==> config.mk <==
export PLATFORM = sky130hd
export DESIGN_NAME = video_pattern_gen
export DESIGN_NICKNAME = d
export VERILOG_FILES = /design/src/rtl/video_pattern_gen.sv
export SDC_FILE = /design/constraint.sdc
export NUM_CORES = 1
export LEC_CHECK = 0
export CAP_MARGIN = 20
export CORE_MARGIN = 2
export CORE_UTILIZATION = 54
export CTS_BUF_LIST = sky130_fd_sc_hd__clkbuf_16
export DETAILED_ROUTE_END_ITERATION = 12
export GPL_TIMING_DRIVEN = 0
export PLACE_DENSITY = 0.84
export SLEW_MARGIN = 5
export SYNTH_ARGS = -nofsm -noshare
export SYNTH_HDL_FRONTEND = slang
export SYNTH_SLANG_ARGS = --single-unit
==> constraint.sdc <==
create_clock -name iClk -period 6.04 [get_ports iClk]
set_clock_uncertainty 0.1 [all_clocks]
set_input_delay 0.604 -clock iClk [delete_from_list [all_inputs] [get_ports iClk]]
set_output_delay 0.604 -clock iClk [all_outputs]
set_load 0.1 [all_outputs]
==> src/rtl/video_pattern_gen.sv <==
// Video test-pattern stage: passes received pixels through or substitutes a generated
// pattern, tracking frame position and switching mode only on frame sync.
module video_pattern_gen #(
  parameter int DATA_WIDTH   = 8,
  parameter int H_ACTIVE     = 800,
  parameter int V_ACTIVE     = 600,
  parameter int CHECKER_LOG2 = 5,
  parameter int BAR_WIDTH    = 16
) (
  input  logic                  iClk,
  input  logic                  iRst,
  input  logic                  iPixelSync,
  input  logic                  iPixelActive,
  input  logic [DATA_WIDTH-1:0] iDataRed,
  input  logic [DATA_WIDTH-1:0] iDataGreen,
  input  logic [DATA_WIDTH-1:0] iDataBlue,
  input  logic [2:0]            iMode,
  input  logic [DATA_WIDTH-1:0] iSolidRed,
  input  logic [DATA_WIDTH-1:0] iSolidGreen,
  input  logic [DATA_WIDTH-1:0] iSolidBlue,
  output logic                  oPixelSync,
  output logic                  oPixelActive,
  output logic [DATA_WIDTH-1:0] oDataRed,
  output logic [DATA_WIDTH-1:0] oDataGreen,
  output logic [DATA_WIDTH-1:0] oDataBlue,
  output logic [15:0]           oFrameCount,
  output logic                  oSyncError
);
  localparam int XW0   = $clog2(H_ACTIVE + 1);
  localparam int YW0   = $clog2(V_ACTIVE + 1);
  localparam int XW    = (XW0 > CHECKER_LOG2) ? XW0 : CHECKER_LOG2 + 1;
  localparam int YW    = (YW0 > CHECKER_LOG2) ? YW0 : CHECKER_LOG2 + 1;
  localparam int SEG   = H_ACTIVE / 8;
  localparam int SEG_W = $clog2(SEG + 1);

  localparam logic [DATA_WIDTH-1:0] FS   = '1;
  localparam logic [DATA_WIDTH-1:0] GREY = {1'b1, {(DATA_WIDTH-1){1'b0}}};

  typedef enum logic [2:0] {
    M_PASS   = 3'd0,
    M_BARS   = 3'd1,
    M_CHECK  = 3'd2,
    M_GRAD   = 3'd3,
    M_SOLID  = 3'd4,
    M_MOVBAR = 3'd5
  } mode_t;

  logic [XW-1:0]    x_cnt, x_cur;
  logic [YW-1:0]    y_cnt, y_cur;
  logic [SEG_W-1:0] seg_cnt, seg_cnt_cur;
  logic [2:0]       seg_idx, seg_idx_cur;
  logic [2:0]       mode_q, mode_cur;
  logic [XW-1:0]    bar_pos, bar_cur;
  logic [31:0]      bar_inc;
  logic [15:0]      frame_cnt, frame_cur;
  logic             first_frame, frame_complete;
  logic             x_last, y_last, wrap, in_bar;
  logic [DATA_WIDTH-1:0] pat_r, pat_g, pat_b;

  // On the sync pixel every frame-scoped value takes its new-frame value combinationally,
  // so the sync pixel itself is rendered with the freshly latched mode and bar position.
  always_comb begin
    x_cur       = iPixelSync ? '0 : x_cnt;
    y_cur       = iPixelSync ? '0 : y_cnt;
    seg_cnt_cur = iPixelSync ? '0 : seg_cnt;
    seg_idx_cur = iPixelSync ? '0 : seg_idx;
    mode_cur    = iPixelSync ? iMode : mode_q;
    bar_inc     = 32'(bar_pos) + 32'd1;
    bar_cur     = bar_pos;
    if (iPixelSync)
      bar_cur = (bar_inc >= 32'(H_ACTIVE)) ? '0 : XW'(bar_inc);
    frame_cur = frame_cnt + 16'(iPixelSync);
    x_last    = 32'(x_cur) >= 32'(H_ACTIVE - 1);
    y_last    = 32'(y_cur) >= 32'(V_ACTIVE - 1);
    wrap      = iPixelActive && x_last && y_last;
    in_bar    = (32'(x_cur) >= 32'(bar_cur)) &&
                (32'(x_cur) < 32'(bar_cur) + 32'(BAR_WIDTH));
  end

  always_ff @(posedge iClk) begin
    if (iRst) begin
      x_cnt          <= '0;
      y_cnt          <= '0;
      seg_cnt        <= '0;
      seg_idx        <= '0;
      mode_q         <= '0;
      bar_pos        <= '0;
      frame_cnt      <= '0;
      frame_complete <= 1'b0;
      first_frame    <= 1'b1;
    end else begin
      if (iPixelActive) begin
        if (!x_last) begin
          x_cnt <= x_cur + XW'(1);
          y_cnt <= y_cur;
          // Colour-bar segment tracking replaces an x / (H_ACTIVE/8) divider.
          if (seg_cnt_cur == SEG_W'(SEG - 1)) begin
            seg_cnt <= '0;
            seg_idx <= (seg_idx_cur == 3'd7) ? 3'd7 : seg_idx_cur + 3'd1;
          end else begin
            seg_cnt <= seg_cnt_cur + SEG_W'(1);
            seg_idx <= seg_idx_cur;
          end
        end else begin
          x_cnt   <= '0;
          seg_cnt <= '0;
          seg_idx <= '0;
          y_cnt   <= y_last ? '0 : y_cur + YW'(1);
        end
      end else if (iPixelSync) begin
        x_cnt   <= '0;
        y_cnt   <= '0;
        seg_cnt <= '0;
        seg_idx <= '0;
      end
      if (iPixelSync) begin
        mode_q         <= mode_cur;
        bar_pos        <= bar_cur;
        frame_cnt      <= frame_cur;
        first_frame    <= 1'b0;
        frame_complete <= wrap;
      end else if (wrap) begin
        frame_complete <= 1'b1;
      end
    end
  end

  always_comb begin
    pat_r = iDataRed;
    pat_g = iDataGreen;
    pat_b = iDataBlue;
    if (iPixelActive) begin
      case (mode_cur)
        M_BARS: begin
          // white, yellow, cyan, green, magenta, red, blue, black
          pat_r = seg_idx_cur[1] ? '0 : FS;
          pat_g = seg_idx_cur[2] ? '0 : FS;
          pat_b = seg_idx_cur[0] ? '0 : FS;
        end
        M_CHECK: begin
          pat_r = (x_cur[CHECKER_LOG2] ^ y_cur[CHECKER_LOG2]) ? FS : '0;
          pat_g = pat_r;
          pat_b = pat_r;
        end
        M_GRAD: begin
          pat_r = DATA_WIDTH'(x_cur);
          pat_g = DATA_WIDTH'(y_cur);
          pat_b = DATA_WIDTH'(frame_cur);
        end
        M_SOLID: begin
          pat_r = iSolidRed;
          pat_g = iSolidGreen;
          pat_b = iSolidBlue;
        end
        M_MOVBAR: begin
          pat_r = in_bar ? FS : GREY;
          pat_g = pat_r;
          pat_b = pat_r;
        end
        default: ;
      endcase
    end
  end

  always_ff @(posedge iClk) begin
    if (iRst) begin
      oPixelSync   <= 1'b0;
      oPixelActive <= 1'b0;
      oDataRed     <= '0;
      oDataGreen   <= '0;
      oDataBlue    <= '0;
      oFrameCount  <= '0;
      oSyncError   <= 1'b0;
    end else begin
      oPixelSync   <= iPixelSync;
      oPixelActive <= iPixelActive;
      oDataRed     <= pat_r;
      oDataGreen   <= pat_g;
      oDataBlue    <= pat_b;
      oFrameCount  <= frame_cur;
      oSyncError   <= iPixelSync && !first_frame && !frame_complete;
    end
  end
endmodule

==> flow_summary_export.csv, run 1 <==
group,metric,value,unit
floorplan,fp-row-count,38,
clock_tree,cts_setup_buffers,0,
setup_path,cp_slowest_cell,"clkbuf_1",
synthesis,synthFlopType,"dfxtp_1",
floorplan,die_h,108,um
place,dp.cells,919,
cells_and_area,multi_input_area,0.00354,sq mm
outcome,status,"finished clean",
floorplan,coreArea,0.0107,sq mm
setup_path,endpoint_kind,"flip-flop",
place,io_buffers,97,
synthesis,yosysMostFrequentCell,"dfxtp_1",
sta,fin_crit_sh,94.0,%
synthesis,ys_warn_count,0,
synthesis,synth_common_cells,"dfxtp_1 (104), nor2_1 (99), nor3_1 (51), xor2_1 (38), nand2_1 (31)",
setup_path,crit_required,6220,ps
setup_path,cp_cell_sequence,"clkdlybuf4s50_1 -> buf_2 -> buf_2 -> buf_2 -> clkbuf_1 -> nor2_1 -> nor2_1 -> o21ai_1 -> inv_1 -> ha_1 -> buf_1 -> nor2_1 -> a31oi_1 -> nor2_1 -> a211o_1 -> ha_1 -> a21o_1 -> a2111oi_0 -> a211o_1 -> buf_2 -> a211oi_1 -> nor3_1",
grt,grt_max_degree,21,
routing,drt_pass1_iterations,5,
routing,drt_iter0_drc,320,
floorplan,dieWidth,108,um
grt,grt.total_usage,28.6,%
clock_tree,clk_latency,360,ps
hold_path,min_path_type,"flip-flop to flip-flop",
synthesis,synthSimpleGateAreaFrac,26.1,%
grt,globalRouteOverflowTotal,0,
grt,antenna_found_initial,0,
synthesis,synth_compound_area_share,18.5,%
sta,grt_setup_unrepaired,"no",
cells_and_area,layout-drive-gt1-share,7.04,%
setup_path,startpoint_type,"input port",
synthesis,synthesis.nets,761,
synthesis,synth_area,0.00589,sq mm
routing,vias,5560,
clock_tree,ctsHoldBuffers,0,
cells_and_area,diodes,0,
synthesis,postSynth.asyncResetShare,0,%
cells_and_area,instances_no_fill,935,
clock_tree,cts_sinks,104,
synthesis,yosysTopAreaCellShare,35.4,%
sta,tightestPinTransition,990,ps
floorplan,initial_utilization,54.8,%
routing,wire_per_inst,17.8,um
synthesis,synth_edf_count,0,
floorplan,dieArea,0.0118,sq mm
clock_tree,cts_root_buf,"clkbuf_16",
sta,fin_crit,5680,ps
clock_tree,cts_resized,0,
grt,grt_pass1_wl,26100,um
floorplan,pin_count,98,
routing,ant_nets,0,
sta,fmax,176,MHz
place,gp_congestion,0.911,
setup_path,crit_arrival,5860,ps
synthesis,synth_top_family_by_area,"simple AND/OR/NAND/NOR gates",
sta,drv_slew,0,
clock_tree,cts_made_buffers,9,
synthesis,ys_types,66,
setup_path,crit_fanout,10,
power,power_density,230,mW/mm^2
setup_path,critPathMaxStageDelay,540,ps
synthesis,synthAdderAreaFrac,5.10,%
routing,drc,0,
place,dp_hpwl,12400,um
setup_path,crit_type,"input port to flip-flop",
sta,hold_ws,325,ps
synthesis,ys_seq_area_share,35.4,%
clock_tree,htreeDepth,3,
job,cap_violations,0,
cells_and_area,n_fill_cell,870,
synthesis,synthXorXnorAreaFrac,8.33,%
clock_tree,cts_tree,"yes",
sta,tns,0,ps
clock_tree,cts_buffer_depth,2,
synthesis,synth_top_cell_by_area,"dfxtp_1",
power,vdd_ir_drop_max,0.145,mV
sta,slew_headroom,33.8,%
synthesis,synth.area.top_cells,"dfxtp_1 (35%), nor2_1 (6.3%), xor2_1 (5.7%)",
routing,via_per_inst,5.95,
clock_tree,clk_pin_slew,80,ps
power,p_leak,2.76,nW
synthesis,muxShareOfSynthArea,2.10,%
cells_and_area,final_net_count,869,
sta,setup_violations,0,
sta,hold_viol,0,
cells_and_area,area_growth,24.9,%
synthesis,postSynthCellCount,682,
cells_and_area,final-seq-area,0.00208,sq mm
routing,wl,16600,um
grt,first_global_vias,5231,
synthesis,ys_seq_elements,104,
synthesis,synth.avg_cell_area,8.63,sq um
[final timing paths]
check                           cells past startpoint                     end                         from  slack, ps
worst max-delay path                               22  oDataRed[2]$_SDFF_PP0_                   iPixelSync        360
worst min-delay path                                1   oSyncError$_SDFF_PP0_  frame_complete$_SDFFE_PP0P_        330
worst max register to register                     19  oDataRed[2]$_SDFF_PP0_      bar_pos[1]$_SDFFE_PP0P_        910
worst min register to register                      1   oSyncError$_SDFF_PP0_  frame_complete$_SDFFE_PP0P_        330
[layout make-up]
cell class | count | area share [%]
well taps | 140 | 2.38
repair buffers | 97 | 13.2
flip-flops and latches | 104 | 28.3
multi-input cells | 523 | 48.1
clock buffers | 9 | 3.06
plain buffers | 44 | 3.05
inverters | 11 | 0.562
clock inverters | 7 | 1.28
[cells in the final DEF, fill, tap and decap left out, drive strengths merged, types with 18 or more instances in the layout]
master and n:
buf 19, nand3 18, nor2b 30, clkdlybuf4s50 97
nor2 99, ha 24, xnor2 18, nand2 32
o21bai 21, a221o 19, clkbuf 34, a211oi 27
nor3 59, dfxtp 104, xor2 38
[routing by layer]
metal  GRT usage, %  part of all wire, %  vias up
met5              0                    0        -
li1               -                    -     2683
met2           47.0                   47      219
met1           37.9                   44     2629
met3           4.40                  6.5       29
met4           10.5                  2.0        0
[registers in the layout, summed over array words and instances (netlist names)]
name	cells
oDataBlue	8
y_cnt	10
oPixelActive	1
first_frame	1
frame_cnt	16
seg_idx	3
oPixelSync	1
bar_pos	10
oDataRed	8
mode_q	3
oDataGreen	8
x_cnt	10
frame_complete	1
oFrameCount	16
seg_cnt	7
oSyncError	1
[where the power goes]
group / internal [mW] / switching [mW]
Clock: 0.333 / 0.295
Combinational: 0.110 / 0.237
Sequential: 0.708 / 0.00853
Total: 1.15 / 0.540
[worst max-delay path: cells and delay by family]
family | cells | cell delay, ps
AND/OR/NAND/NOR | 5 | 600
AO/OA/AOI/OAI | 7 | 1550
buffers and inverters | 8 | 2640
adder cells (fa/ha/maj) | 2 | 450
[through the flow]
step,power [mW],instance area (sq um),utilization [%],setup WS [ps]
final,1.69,7350,68.4,362
after global routing,1.74,7350,68.4,16.3
after CTS,1.69,7350,68.4,384
after detailed placement,1.07,7030,65.5,54.0
after global placement,1.07,7030,65.5,179
after floorplan,0.966,5890,-,1740
[logic make-up (layout without fill, tap and decap cells)]
group,after synthesis,in the layout
buffers and inverters,55,168
AND/OR/NAND/NOR,297,297
multiplexers,12,12
adder cells (fa/ha/maj),24,24
flip-flops,104,104
XOR/XNOR,56,56
AO/OA/AOI/OAI,134,134
Note: power is estimated with default switching activity, not from simulation.
==> inputs of run 2 (changes only) <==
CORE_UTILIZATION = 55   (was 54)
GPL_TIMING_DRIVEN = not set   (was 0)
PLACE_DENSITY = 0.93   (was 0.84)
clock period = 7.32 ns   (was 6.04 ns; I/O delays follow)
==> run 2 against run 1 <==
Net effect: critical path depth shrank 5; worst setup slack gained 1700 ps; count of clock-buffer cells in the layout is the same; non-clock buffer count shrank 37; first-iteration DRC count grew 45%; die area shrank 1.8%; clock power shrank 22%; via count shrank 1.8%; sequential cell count is the same; sequential power shrank 17%; combinational power shrank 20%.
==> flow_summary_export.csv, run 2 (synthesized netlist as in run 1, its figures left out) <==
group,metric,value,unit
outcome,status,"finished clean",
sta,fin_crit_sh,71.3,%
grt,antenna_found_initial,0,
setup_path,crit_arrival,5390,ps
setup_path,crit_required,7490,ps
setup_path,crit_type,"flip-flop to flip-flop",
sta,drv_slew,0,
sta,tns,0,ps
power,power_density,190,mW/mm^2
clock_tree,cts_made_buffers,9,
routing,drc,0,
setup_path,reg2reg_depth,17,
floorplan,initial_utilization,56.8,%
sta,fin_crit,5220,ps
power,vdd_ir_drop_max,0.127,mV
cells_and_area,design_area,0.00716,sq mm
routing,wire_per_inst,17.6,um
power,p_leak,2.68,nW
grt,globalRouteOverflowTotal,0,
floorplan,fp-row-count,37,
grt,first_global_vias,5150,
floorplan,dieArea,0.0115,sq mm
clock_tree,cts_tree,"yes",
place,placed_area,0.00684,sq mm
grt,grt_max_degree,78,
place,gp_congestion,0.994,
routing,drt_iter0_drc,463,
clock_tree,cts_setup_buffers,0,
routing,vias,5461,
setup_path,cpMostUsedCell,"ha_1",
place,dp.cells,877,
setup_path,critPathBufInv,1,
floorplan,dieWidth,107,um
setup_path,startpoint_type,"flip-flop",
clock_tree,cts_sinks,104,
clock_tree,cts_buffer_depth,2,
cells_and_area,area_growth,21.6,%
grt,grt.total_usage,27.0,%
setup_path,crit_fanout,21,
clock_tree,ctsHoldBuffers,0,
sta,setup_violations,0,
grt,grt_pass1_wl,25000,um
routing,drt_pass1_iterations,7,
cells_and_area,diodes,0,
clock_tree,clk_latency,360,ps
floorplan,pin_count,98,
hold_path,min_path_type,"flip-flop to flip-flop",
cells_and_area,layout-drive-gt1-share,6.46,%
setup_path,endpoint_kind,"flip-flop",
setup_path,cp_slowest_cell,"a211o_1",
sta,hold_viol,0,
setup_path,cp_cell_sequence,"ha_1 -> and3_1 -> o2111ai_1 -> nand3_1 -> o21ai_1 -> inv_1 -> ha_1 -> xnor2_1 -> nand2_1 -> o31ai_1 -> a211o_1 -> ha_1 -> a21o_1 -> a2111oi_0 -> a211o_1 -> a211oi_1 -> nor3_1",
setup_path,crit_cells,17,
floorplan,coreArea,0.0104,sq mm
cells_and_area,final_common_cell,"dfxtp_1",
clock_tree,cts_root_buf,"clkbuf_16",
power,power,1.36,mW
sta,tightestPinTransition,1010,ps
setup_path,critPathMaxStageDelay,630,ps
job,cap_violations,0,
cells_and_area,final_cell_mix,"dfxtp_1 (104), nor2_1 (99), clkdlybuf4s50_1 (95)",
power,power_frac_comb,20.5,%
sta,grt_setup_unrepaired,"no",
sta,slew_headroom,32.6,%
routing,ant_nets,0,
power,p_sw_share,32.7,%
power,p_sw,0.445,mW
power,clkPwrFrac,36.1,%
power,power_frac_seq,43.4,%
hold_path,hold_depth,1,
cells_and_area,final_net_count,832,
cells_and_area,largestRegisters,"frame_cnt (16), oFrameCount (16)",
routing,via_per_inst,6.11,
setup_path,cp_top_family,"compound AO/OA/AOI/OAI gates",
place,dp_hpwl,11100,um
power,internal_power,0.917,mW
clock_tree,cts_resized,0,
place,io_buffers,97,
clock_tree,clk_pin_slew,80,ps
routing,wl,15800,um
cells_and_area,instances_no_fill,894,
clock_tree,htreeDepth,3,
floorplan,die_h,107,um
sta,fmax,192,MHz
run 2: changes by cell type in the layout (fill, tap and decap cells not counted), sizes merged:
| cell | previous run | this run |
|---|---|---|
| clkdlybuf4s50 | 97 | 95 |
| clkinv | 2 | 4 |
| clkinvlp | 1 | 0 |
| buf | 19 | 9 |
| bufinv | 1 | 0 |
| clkbuf | 34 | 9 |
run 2: power groups by stage:
stage | combinational, mW | sequential (mW) | clock (mW)
after global placement | 0.270 | 0.604 | 0
after CTS | 0.276 | 0.591 | 0.492
after floorplan | 0.0873 | 0.710 | 0
after global routing | 0.292 | 0.593 | 0.518
final | 0.279 | 0.591 | 0.492
after detailed placement | 0.274 | 0.605 | 0
run 2: final timing paths:
| path | start | to | slack (ps) |
|---|---|---|---|
| setup / recovery | bar_pos[0]$_SDFFE_PP0P_ | oDataGreen[3]$_SDFF_PP0_ | 2100 |
| hold / removal | frame_complete$_SDFFE_PP0P_ | oSyncError$_SDFF_PP0_ | 350 |
| setup reg to reg | bar_pos[0]$_SDFFE_PP0P_ | oDataGreen[3]$_SDFF_PP0_ | 2100 |
| hold reg to reg | frame_complete$_SDFFE_PP0P_ | oSyncError$_SDFF_PP0_ | 350 |
run 2: area by class of cell:
cell class / instances / area, sq um
multi-input combinational: 523 / 3540
tap: 136 / 170
fill: 752 / 3210
clock buffer: 9 / 225
timing repair buffer: 104 / 1020
sequential: 104 / 2080
clock inverter: 7 / 81.3
inverter: 11 / 41.3
run 2: layer usage:
layer / wire (um) / share of wire (%) / vias up / GRT usage (%)
met4: 424 / 2.7 / 0 / 11.2
met5: 0 / 0 / - / 0
li1: - / - / 2598 / -
met2: 7480 / 47 / 228 / 44.1
met1: 6890 / 44 / 2591 / 35.3
met3: 972 / 6.2 / 44 / 4.78
run 2: worst register-to-register path: stages, from the launching register on:
cell       delay [ps]
dfxtp_1           360
ha_1              310
and3_1            220
o2111ai_1         390
nand3_1           250
o21ai_1           490
inv_1             190
ha_1              320
xnor2_1           150
nand2_1           100
o31ai_1           100
a211o_1           260
ha_1              300
a21o_1            190
a2111oi_0         400
a211o_1           630
a211oi_1          130
nor3_1            250
run 2: per-stage QoR:
stage | hold slack (ps) | setup slack (ps) | utilization, %
after floorplan | 300 | 2890 | -
after global placement | 318 | 2340 | 66.0
after detailed placement | 335 | 2170 | 66.0
after global routing | 351 | 1780 | 69.0
after CTS | 349 | 2220 | 68.9
final | 345 | 2100 | 69.0
